$ cat src/rtl/esfa_pkg.sv
// Shared definitions for the ESFA cell bank: opcode encodings and the
// per-slot write command issued by the bank to each cell.
package esfa_pkg;

  localparam logic [3:0] OP_UPDATE     = 4'd0;
  localparam logic [3:0] OP_LOOKUP     = 4'd1;
  localparam logic [3:0] OP_ENCODE     = 4'd2;
  localparam logic [3:0] OP_ALLOC      = 4'd3;
  localparam logic [3:0] OP_FREE       = 4'd4;
  localparam logic [3:0] OP_MARK_AVAIL = 4'd5;
  localparam logic [3:0] OP_ENRANK     = 4'd6;
  localparam logic [3:0] OP_RANGE      = 4'd7;

  // Write applied to one cell on the accept edge; WR_NONE leaves it untouched.
  typedef enum logic [2:0] {
    WR_NONE   = 3'd0,
    WR_ALLOC  = 3'd1,
    WR_UPDATE = 3'd2,
    WR_CLEAR  = 3'd3,
    WR_ENRANK = 3'd4
  } wr_op_e;

endpackage

$ cat src/rtl/esfa_cell_slot.sv
// One ESFA cell: holds the cell state, reports its match flags against the
// current command and applies the write the bank selects for it.
module esfa_cell_slot
  import esfa_pkg::*;
#(
  parameter int W = 8
) (
  input  logic         clk,
  input  logic         rst,
  input  wr_op_e       wr_op_i,
  input  logic [W-1:0] handle_i,
  input  logic [W-1:0] index_i,
  input  logic [W-1:0] value_i,
  input  logic [W-1:0] meta_i,
  output logic         amatch_o,
  output logic         ematch_o,
  output logic         vacant_o,
  output logic [W-1:0] value_o,
  output logic [W-1:0] rank_o,
  output logic [W-1:0] low_o,
  output logic [W-1:0] high_o
);

  logic         arr_def_q, arr_def_d;
  logic         elt_def_q, elt_def_d;
  logic [W-1:0] array_code_q, array_code_d;
  logic [W-1:0] rank_q, rank_d;
  logic [W-1:0] low_q, low_d;
  logic [W-1:0] high_q, high_d;
  logic [W-1:0] index_q, index_d;
  logic [W-1:0] value_q, value_d;

  assign amatch_o = arr_def_q && (array_code_q == handle_i);
  assign ematch_o = amatch_o && elt_def_q && (index_q == index_i);
  assign vacant_o = !arr_def_q;
  assign value_o  = value_q;
  assign rank_o   = rank_q;
  assign low_o    = low_q;
  assign high_o   = high_q;

  always_comb begin
    arr_def_d    = arr_def_q;
    elt_def_d    = elt_def_q;
    array_code_d = array_code_q;
    rank_d       = rank_q;
    low_d        = low_q;
    high_d       = high_q;
    index_d      = index_q;
    value_d      = value_q;
    case (wr_op_i)
      WR_ALLOC: begin
        arr_def_d    = 1'b1;
        elt_def_d    = 1'b1;
        array_code_d = handle_i;
        rank_d       = meta_i;
        low_d        = index_i;
        high_d       = index_i;
        index_d      = index_i;
        value_d      = value_i;
      end
      WR_UPDATE: value_d = value_i;
      WR_CLEAR: begin
        arr_def_d    = 1'b0;
        elt_def_d    = 1'b0;
        array_code_d = '0;
        rank_d       = '0;
        low_d        = '0;
        high_d       = '0;
        index_d      = '0;
        value_d      = '0;
      end
      // Rank saturates: an all-ones rank is left alone.
      WR_ENRANK: if (rank_q != '1) rank_d = rank_q + W'(1);
      default: ;
    endcase
  end

  always_ff @(posedge clk or posedge rst) begin
    if (rst) begin
      arr_def_q    <= 1'b0;
      elt_def_q    <= 1'b0;
      array_code_q <= '0;
      rank_q       <= '0;
      low_q        <= '0;
      high_q       <= '0;
      index_q      <= '0;
      value_q      <= '0;
    end else begin
      arr_def_q    <= arr_def_d;
      elt_def_q    <= elt_def_d;
      array_code_q <= array_code_d;
      rank_q       <= rank_d;
      low_q        <= low_d;
      high_q       <= high_d;
      index_q      <= index_d;
      value_q      <= value_d;
    end
  end

endmodule

$ cat src/rtl/esfa_cell_bank.sv
// Bank of DEPTH ESFA cells evaluated in parallel, with a one-entry registered
// response channel. Optional hit counter enabled by ESFA_CELL_HITCNT_EN.
//
// Handshake: a command transfers on a rising edge where cmd_valid && cmd_ready;
// a response transfers where rsp_valid && rsp_ready. cmd_ready is
// !rsp_valid || rsp_ready, so an unconsumed response holds its fields stable
// and stalls the command side; consume and accept may share one edge.
module esfa_cell_bank
  import esfa_pkg::*;
#(
  parameter int W     = 8,
  parameter int DEPTH = 8
`ifdef ESFA_CELL_HITCNT_EN
  , parameter int CNT_W = 16
`endif
) (
  input  logic             clk,
  input  logic             rst,
  input  logic             cmd_valid,
  output logic             cmd_ready,
  input  logic [3:0]       cmd_op,
  input  logic             cmd_write,
  input  logic [W-1:0]     cmd_handle,
  input  logic [W-1:0]     cmd_index,
  input  logic [W-1:0]     cmd_value,
  input  logic [W-1:0]     cmd_meta,
  output logic             rsp_valid,
  input  logic             rsp_ready,
  output logic             rsp_bool,
  output logic [W-1:0]     rsp_value,
  output logic [W-1:0]     rsp_context,
  output logic             rsp_err
`ifdef ESFA_CELL_HITCNT_EN
  , output logic [CNT_W-1:0] hit_count
`endif
);

  logic [DEPTH-1:0] amatch, ematch, vacant;
  logic [W-1:0]     slot_value [DEPTH];
  logic [W-1:0]     slot_rank  [DEPTH];
  logic [W-1:0]     slot_low   [DEPTH];
  logic [W-1:0]     slot_high  [DEPTH];
  wr_op_e           slot_wr    [DEPTH];

  for (genvar g = 0; g < DEPTH; g++) begin : g_slot
    esfa_cell_slot #(.W(W)) u_slot (
      .clk      (clk),
      .rst      (rst),
      .wr_op_i  (slot_wr[g]),
      .handle_i (cmd_handle),
      .index_i  (cmd_index),
      .value_i  (cmd_value),
      .meta_i   (cmd_meta),
      .amatch_o (amatch[g]),
      .ematch_o (ematch[g]),
      .vacant_o (vacant[g]),
      .value_o  (slot_value[g]),
      .rank_o   (slot_rank[g]),
      .low_o    (slot_low[g]),
      .high_o   (slot_high[g])
    );
  end

  logic             accept, wr_en;
  logic             rsp_valid_q, rsp_bool_q, rsp_err_q;
  logic [W-1:0]     rsp_value_q, rsp_context_q;
  logic             rsp_bool_d, rsp_err_d;
  logic [W-1:0]     rsp_value_d, rsp_context_d;

  assign cmd_ready = !rsp_valid_q || rsp_ready;
  assign accept    = cmd_valid && cmd_ready;
  assign wr_en     = accept && cmd_write;

  // Priority encoders (lowest slot wins), popcounts and ENRANK maximum.
  logic [W-1:0]     hit_idx, hit_val, enc_idx, free_idx, rng_idx;
  logic [W-1:0]     a_cnt, free_cnt, enr_max;
  logic [DEPTH-1:0] hit_oh, free_oh;
  logic             rng_any, enr_any;

  always_comb begin
    hit_idx  = '0;
    hit_val  = '0;
    hit_oh   = '0;
    enc_idx  = '0;
    free_idx = '0;
    free_oh  = '0;
    rng_idx  = '0;
    rng_any  = 1'b0;
    a_cnt    = '0;
    free_cnt = '0;
    enr_any  = 1'b0;
    enr_max  = '0;
    for (int i = DEPTH - 1; i >= 0; i--) begin
      if (ematch[i]) begin
        hit_idx = W'(i);
        hit_val = slot_value[i];
        hit_oh  = '0;
        hit_oh[i] = 1'b1;
      end
      if (amatch[i]) enc_idx = W'(i);
      if (vacant[i]) begin
        free_idx = W'(i);
        free_oh  = '0;
        free_oh[i] = 1'b1;
      end
      if (amatch[i] && (slot_low[i] <= cmd_index) && (cmd_index <= slot_high[i])) begin
        rng_idx = W'(i);
        rng_any = 1'b1;
      end
    end
    for (int i = 0; i < DEPTH; i++) begin
      a_cnt    = a_cnt + {{(W-1){1'b0}}, amatch[i]};
      free_cnt = free_cnt + {{(W-1){1'b0}}, vacant[i]};
      if (amatch[i] && (slot_rank[i] != '1)) begin
        enr_any = 1'b1;
        if ((slot_rank[i] + W'(1)) > enr_max) enr_max = slot_rank[i] + W'(1);
      end
    end
  end

  always_comb begin
    rsp_bool_d    = 1'b0;
    rsp_value_d   = '0;
    rsp_context_d = '0;
    rsp_err_d     = 1'b0;
    for (int i = 0; i < DEPTH; i++) slot_wr[i] = WR_NONE;
    case (cmd_op)
      OP_UPDATE: begin
        rsp_bool_d    = |ematch;
        rsp_value_d   = hit_val;
        rsp_context_d = hit_idx;
        for (int i = 0; i < DEPTH; i++)
          if (wr_en && hit_oh[i]) slot_wr[i] = WR_UPDATE;
      end
      OP_LOOKUP: begin
        rsp_bool_d    = |ematch;
        rsp_value_d   = hit_val;
        rsp_context_d = hit_idx;
      end
      OP_ENCODE: begin
        rsp_bool_d    = |amatch;
        rsp_value_d   = a_cnt;
        rsp_context_d = enc_idx;
      end
      OP_ALLOC: begin
        rsp_bool_d    = |vacant;
        rsp_context_d = free_idx;
        for (int i = 0; i < DEPTH; i++)
          if (wr_en && free_oh[i]) slot_wr[i] = WR_ALLOC;
      end
      OP_FREE: begin
        rsp_bool_d  = |amatch;
        rsp_value_d = a_cnt;
        for (int i = 0; i < DEPTH; i++)
          if (wr_en && amatch[i]) slot_wr[i] = WR_CLEAR;
      end
      OP_MARK_AVAIL: begin
        rsp_bool_d    = |vacant;
        rsp_value_d   = free_cnt;
        rsp_context_d = free_idx;
      end
      OP_ENRANK: begin
        rsp_bool_d  = enr_any;
        rsp_value_d = enr_max;
        for (int i = 0; i < DEPTH; i++)
          if (wr_en && amatch[i]) slot_wr[i] = WR_ENRANK;
      end
      OP_RANGE: begin
        rsp_bool_d    = rng_any;
        rsp_context_d = rng_idx;
      end
      default: rsp_err_d = 1'b1;
    endcase
  end

  always_ff @(posedge clk or posedge rst) begin
    if (rst) begin
      rsp_valid_q   <= 1'b0;
      rsp_bool_q    <= 1'b0;
      rsp_value_q   <= '0;
      rsp_context_q <= '0;
      rsp_err_q     <= 1'b0;
    end else if (accept) begin
      rsp_valid_q   <= 1'b1;
      rsp_bool_q    <= rsp_bool_d;
      rsp_value_q   <= rsp_value_d;
      rsp_context_q <= rsp_context_d;
      rsp_err_q     <= rsp_err_d;
    end else if (rsp_ready) begin
      rsp_valid_q   <= 1'b0;
    end
  end

  assign rsp_valid   = rsp_valid_q;
  assign rsp_bool    = rsp_bool_q;
  assign rsp_value   = rsp_value_q;
  assign rsp_context = rsp_context_q;
  assign rsp_err     = rsp_err_q;

`ifdef ESFA_CELL_HITCNT_EN
  logic [CNT_W-1:0] hit_q;

  always_ff @(posedge clk or posedge rst) begin
    if (rst)
      hit_q <= '0;
    else if (accept && rsp_bool_d && (hit_q != '1))
      hit_q <= hit_q + CNT_W'(1);
  end

  assign hit_count = hit_q;
`endif

endmodule

$ cat config.mk
export PLATFORM = sky130hd
export DESIGN_NAME = esfa_cell_bank
export DESIGN_NICKNAME = d
export VERILOG_FILES = /design/src/rtl/esfa_pkg.sv /design/src/rtl/esfa_cell_slot.sv /design/src/rtl/esfa_cell_bank.sv
export SDC_FILE = /design/constraint.sdc
export NUM_CORES = 1
export LEC_CHECK = 0
export CORE_MARGIN = 2
export CORE_UTILIZATION = 40
export DETAILED_ROUTE_END_ITERATION = 12
export PLACE_DENSITY = 0.61
export SLEW_MARGIN = 20
export SYNTH_ARGS = -nofsm -noshare
export SYNTH_HDL_FRONTEND = slang
export SYNTH_SLANG_ARGS = --single-unit
$ cat constraint.sdc
create_clock -name clk -period 14.4 [get_ports clk]
set_input_delay 2.88 -clock clk [delete_from_list [all_inputs] [get_ports clk]]
set_output_delay 2.88 -clock clk [all_outputs]
set_load 0.05 [all_outputs]
==> results.yml, run 1 <==
power:
  powerDensity_nw_per_um2: 87.2
  p_clk_share_pct: 44.8
  seqPwrFrac_pct: 43.3
  swShare_pct: 26.1
  p_leak_nw: 9.78
  ir_drop_uv: 75.5
  combPwrFrac_pct: 11.9
  finalPower_mw: 1.94
  p_int_mw: 1.43
  p_switching_mw: 0.506
clocking:
  cts_htree_levels: 1
  clkSinkCount: 278
  cts_buffers: 31
  cts_tree: "yes"
  ctsHoldBuffers: 0
  clockBufferDepth: 3
  path_clk_slew_ns: 0.06
  root_buffer: "clkbuf_16"
  worstSkewPairLatency_ns: 0.60
setup_path:
  required_ns: 14.94
  start_kind: "primary input"
  end_kind: "register"
  cp_max_fo: 8
  slowest_delay_ns: 0.37
  crit_path_frequent_cell: "ha_4"
  critical_path_class: "primary input to register"
  critPathArrivalTime_ns: 14.70
  cp_slowest_cell: "mux2_4"
global_routing:
  grt_max_degree: 83
  grt_usage_pct: 23.6
  grt_first_pass_wirelength_mm: 88.1
  antenna_found_initial: 0
  grt_overflow: 0
  grt_pass1_vias: 15500
yosys:
  yosys_warnings: 0
  synth_area_um2: 18100
  yosysSeqAreaShare_pct: 38.5
  synthArstFlopShare_pct: 100
  yosysTopAreaCell: "dfrtp_1"
  synth_area_leaders: "dfrtp_1 (39%), nand2_1 (8.1%), xnor2_1 (5.8%), o21ai_0 (5.6%), ha_1 (4.8%)"
  avgSynthCellArea_um2: 8.33
  ys_ff_latch: 278
  post-synth-top-area-fraction_pct: 38.5
  syn_inst: 2168
  ys_types: 79
  synth_ff_type: "dfrtp_1"
  synth_edf_count: 0
floorplan:
  core-area_um2: 44400
  initial_core_util_pct: 40.7
  io_pins: 61
  die_x_um: 217
  placementRows: 77
  dieArea_um2: 46900
  chipHeight_um: 217
final_layout:
  multi_input_area_um2: 11300
  nNetsFinal: 2404
  fin_util_pct: 50.0
  drive_above_1_share_pct: 17.1
  n_fill_cell: 4109
  syn_to_final_growth_pct: 23.0
  register_area_um2: 6960
  insertedDiodeCount: 0
sta:
  setup_viol: 0
  tightest_slew_ns: 1.14
  fin_crit_sh_pct: 98.3
  fin_tns_setup_ns: 0
  final.min_clock_period_ns: 14.16
  finalHoldViolations: 0
  finalClockSkew_ns: 0.0222
  finalMaxSlewViolations: 0
  rsz0062_at_grt: "true"
  relSlewSlack_pct: 23.7
  fin_ws_ns: 0.240
  fmaxAchievable_mhz: 70.6
  timing.hold.ws_ns: 0.478
detailed_routing:
  viasPerCell: 5.73
  remaining_drc_errors: 0
  ant_nets: 0
  routed_wl_mm: 56.9
  drtIter0Drc: 1239
  drt-pass1-iter-count: 5
  wl_per_cell_um: 19.6
  via_count: 16600
job:
  maxCapViolCount: 0
placed_design:
  dpl_worst_slack_ns: -1.28
  numPortBuffers: 55
  dp.final_hpwl_mm: 40.6
  gp_congestion: 0.901
hold_path:
  min_path_type: "register to register"
run_status:
  run_status: "finished, final reports clean"
## state kept, by name, indices dropped and copies added, names as in the netlist
name	flops
g_slot.u_slot.arr_def_q	8
rsp_bool	1
rsp_context	3
g_slot.u_slot.low_o	64
g_slot.u_slot.rank_o	64
g_slot.u_slot.value_o	64
g_slot.u_slot.array_code_q	64
rsp_valid	1
rsp_value	8
rsp_err	1
## layout make-up
cell class                 count  share of cell area [%]
tap                          592                    3.33
sequential                   278                    31.3
inverter                      79                    1.37
clock inverter                15                    1.01
timing repair buffer         220                    8.28
clock buffer                  42                    4.04
multi-input combinational   1675                    50.7
## final timing paths
kind	startpoint	to	slack, ns	cells after the start
worst max-delay path	cmd_handle[2]	rsp_value[1]	0.24	64
worst min-delay path	g_slot[3].u_slot.value_o[3]	g_slot[3].u_slot.value_o[3]	0.48	2
worst max register to register	g_slot[0].u_slot.rank_o[0]	rsp_value[1]	1.89	63
worst min register to register	g_slot[3].u_slot.value_o[3]	g_slot[3].u_slot.value_o[3]	0.48	2
max in group asynchronous	rst	rsp_valid	9.51	4
min in group asynchronous	rst	g_slot[0].u_slot.rank_o[6]	2.79	2
## cell families (layout without fill, tap and decap cells)
kind of cell,Yosys count,in the layout,share of synthesized area [%]
xor+xnor,181,181,8.86
simple gates,862,862,21.9
other cells,1,5,0.0208
buf+inv,219,356,4.99
compound gates,518,518,18.2
fa+ha+maj,78,78,5.74
flops,278,278,38.5
mux,31,31,1.81
## layout by cell type (no fill, tap or decap), drive strengths merged, types with 19 or more instances in the layout
| cell type | netlist | routed |
|---|---|---|
| a21oi | 107 | 107 |
| buf | 24 | 168 |
| xnor2 | 122 | 122 |
| nand4 | 39 | 39 |
| nor2 | 141 | 141 |
| xor2 | 59 | 59 |
| a22o | 36 | 36 |
| clkbuf | 116 | 45 |
| a21o | 19 | 19 |
| ha | 70 | 70 |
| a22oi | 35 | 35 |
| and3 | 26 | 26 |
| inv | 79 | 80 |
| nor4 | 20 | 20 |
| a221oi | 24 | 24 |
| nand2 | 390 | 390 |
| o21ai | 209 | 209 |
| dfrtp | 278 | 278 |
| or3 | 20 | 20 |
| mux2i | 21 | 21 |
| clkdlybuf4s50 | 0 | 47 |
| nand3 | 122 | 122 |
| nor3 | 40 | 40 |
## through the flow
step                instances  cell area (µm²)
CTS                      2886            21400
global placement         2814            19900
finish                   2901            22200
floorplan                2172            18200
global route             2901            22200
detailed placement       2814            19900
## per-layer routing
metal | vias to the layer above | GRT usage (%) | wire length (µm)
met5 | - | 0 | 0
met4 | 0 | 7.99 | 1960
met3 | 127 | 3.05 | 3510
met2 | 561 | 37.7 | 26200
met1 | 8120 | 32.9 | 25200
li1 | 7824 | - | -
## synth_stat cells, types with 9 or more instances
library cell and number:
a211oi_1 10, a21o_1 19, a21oi_1 107, a221oi_1 23
a22o_1 36, a22oi_1 34, and3_1 26, buf_1 9
buf_4 9, clkbuf_1 116, dfrtp_1 278, ha_1 70
inv_1 78, mux2_2 9, mux2i_1 21, nand2_1 390
nand2b_1 15, nand3_1 122, nand4_1 38, nor2_1 141
nor3_1 40, nor4_1 17, o21a_1 9, o21ai_0 203
or2_2 11, or3_1 20, xnor2_1 120, xor2_1 59
## critical path: cells and delay by family
kind	cells	cell delay, ns
AO/OA/AOI/OAI	20	4.00
AND/OR/NAND/NOR	27	3.65
adder cells (fa/ha/maj)	7	1.89
multiplexers	5	1.31
buffers and inverters	4	0.69
XOR/XNOR	1	0.25
## power by group through the flow
stage | Sequential, mW | Combinational (mW) | Clock [mW]
final | 0.839 | 0.231 | 0.868
after global routing | 0.843 | 0.255 | 0.917
after CTS | 0.837 | 0.213 | 0.885
after detailed placement | 0.851 | 0.206 | 0
after global placement | 0.850 | 0.204 | 0
after floorplan | 0.846 | 0.144 | 0
## repair_timing
item / 4_1_cts / 5_1_grt
setup buffers: 16 / 14
pin swaps: 24 / 83
endpoints found under the setup margin: 8 / 8
gates resized for setup: 53 / 134
Power figures use the tool's default switching activity.
==> inputs of run 2 (changes only) <==
--- a/config.mk
+++ b/config.mk
@@ -8,7 +8,8 @@
 export CORE_MARGIN = 2
 export CORE_UTILIZATION = 40
 export DETAILED_ROUTE_END_ITERATION = 12
-export PLACE_DENSITY = 0.61
+export HOLD_SLACK_MARGIN = 0.15
+export PLACE_DENSITY_LB_ADDON = 0.1
 export SLEW_MARGIN = 20
 export SYNTH_ARGS = -nofsm -noshare
 export SYNTH_HDL_FRONTEND = slang
==> run 2 against run 1 <==
  * Clock power grew 14%
  * Clock-buffer cell count rose by 11
  * Non-clock buffer count grew 13
  * Via count fell by 1.3%
  * Sequential cell count unchanged
  * Clock skew is 0.0024 ns higher
  * Critical path depth grew 6
  * Worst setup slack lost 0.11 ns
  * Register-to-register slack hardly changed
  * Core utilization decreased by 0.062 points
==> results.yml, run 2 (synthesized netlist as in run 1, its figures left out) <==
clocking:
  cts_buffers: 36
  cts_tree: "yes"
  ctsHoldBuffers: 0
  clockBufferDepth: 3
  path_clk_slew_ns: 0.06
  root_buffer: "clkbuf_16"
  cts_htree_levels: 2
  clkSinkCount: 278
  worstSkewPairLatency_ns: 0.57
power:
  combPwrFrac_pct: 10.9
  p_leak_nw: 9.89
  seqPwrFrac_pct: 40.9
  ir_drop_uv: 101
  swShare_pct: 26.4
  finalPower_mw: 2.05
  powerDensity_nw_per_um2: 92.3
  p_clk_share_pct: 48.2
  p_int_mw: 1.51
  p_switching_mw: 0.540
setup_path:
  crit_path_frequent_cell: "buf_6"
  cp_max_fo: 8
  critPathArrivalTime_ns: 14.75
  worstRegToRegCells: 67
  cp_slowest_cell: "mux2_4"
  critical_path_class: "primary input to register"
  end_kind: "register"
  path_depth: 70
  required_ns: 14.88
  slowest_delay_ns: 0.36
  critPathBufInv: 12
  cp_top_family: "compound AO/OA/AOI/OAI gates"
  start_kind: "primary input"
sta:
  fmaxAchievable_mhz: 70.1
  fin_crit_sh_pct: 99.1
  finalMaxSlewViolations: 0
  finalHoldViolations: 0
  rsz0062_at_grt: "true"
  fin_tns_setup_ns: 0
  relSlewSlack_pct: 24.1
  final.min_clock_period_ns: 14.27
  setup_viol: 0
  finalClockSkew_ns: 0.0247
  tightest_slew_ns: 1.14
  timing.hold.ws_ns: 0.473
detailed_routing:
  via_count: 16400
  wl_per_cell_um: 20.5
  remaining_drc_errors: 0
  drtIter0Drc: 1333
  routed_wl_mm: 59.8
  drt-pass1-iter-count: 5
  viasPerCell: 5.62
  ant_nets: 0
global_routing:
  grt_first_pass_wirelength_mm: 94.1
  grt_max_degree: 155
  antenna_found_initial: 2
  grt_overflow: 0
  grt_usage_pct: 25.6
  grt_pass1_vias: 16200
floorplan:
  placementRows: 77
  core-area_um2: 44400
  die_x_um: 217
  initial_core_util_pct: 40.7
  dieArea_um2: 46900
  chipHeight_um: 217
  io_pins: 61
job:
  maxCapViolCount: 0
final_layout:
  syn_to_final_growth_pct: 22.9
  insertedDiodeCount: 0
  drive_above_1_share_pct: 16.8
  final_common_cell: "nand2_1"
  stdcell_area_um2: 22200
  most-common-layout-cells: "nand2_1 (383), dfrtp_1 (278), o21ai_0 (196)"
  nNetsFinal: 2422
hold_path:
  min_delay_path_depth: 2
  min_path_type: "register to register"
placed_design:
  place_area_um2: 19900
  numPortBuffers: 55
  dp.final_hpwl_mm: 41.5
  gp_congestion: 0.898
run_status:
  run_status: "finished, final reports clean"
run 2: worst paths after layout:
check	start	slack, ns	to
worst max-delay path	cmd_handle[0]	0.13	rsp_value[5]
worst min-delay path	g_slot[3].u_slot.value_o[3]	0.47	g_slot[3].u_slot.value_o[3]
max in group asynchronous	rst	10.04	g_slot[1].u_slot.value_o[2]
worst max register to register	g_slot[0].u_slot.rank_o[0]	1.89	rsp_value[5]
worst min register to register	g_slot[3].u_slot.value_o[3]	0.47	g_slot[3].u_slot.value_o[3]
min in group asynchronous	rst	2.92	g_slot[0].u_slot.rank_o[4]
run 2: power by group through the flow:
| stage | clock [mW] | sequential [mW] | combinational, mW |
|---|---|---|---|
| floorplan | 0 | 0.846 | 0.144 |
| global placement | 0 | 0.850 | 0.204 |
| detailed placement | 0 | 0.851 | 0.207 |
| CTS | 1.01 | 0.838 | 0.213 |
| global route | 1.04 | 0.843 | 0.246 |
| finish | 0.987 | 0.839 | 0.223 |
run 2: layout make-up:
| cell class | instances | area, µm² |
|---|---|---|
| Clock inverter | 11 | 199 |
| Inverter | 79 | 304 |
| Tap cell | 592 | 741 |
| Sequential cell | 278 | 6960 |
| Multi-Input combinational cell | 1675 | 10900 |
| Timing Repair Buffer | 233 | 1960 |
| Fill cell | 4219 | 22200 |
| Clock buffer | 53 | 1110 |
run 2: layer usage:
| layer | up-vias | share of wire [%] | routed length (µm) | global-route usage (%) |
|---|---|---|---|---|
| li1 | 7856 | - | - | - |
| met1 | 8072 | 47 | 28000 | 35.7 |
| met2 | 388 | 46 | 27600 | 41.4 |
| met3 | 101 | 4.2 | 2530 | 3.00 |
| met4 | 0 | 2.8 | 1670 | 8.22 |
| met5 | - | 0 | 0 | 0 |
run 2: worst min-delay path, cell delays in order, from the launching register on:
cell	delay (ns)
dfrtp_1	0.33
nand2_1	0.05
o21ai_0	0.06
run 2: what timing repair did:
action	CTS	global route
pin swaps	33	69
setup endpoints to repair	8	8
gates resized for setup	54	96
buffers inserted	29	19
run 2: metrics by stage:
step | std cells | worst slack [ns] | utilization, %
after detailed placement | 2808 | -1.24 | 44.8
after global routing | 2921 | -0.543 | 50.0
final | 2921 | 0.127 | 50.0
after global placement | 2808 | -0.884 | 44.8
after CTS | 2901 | 0.0823 | 48.7
after floorplan | 2172 | 0.00166 | -
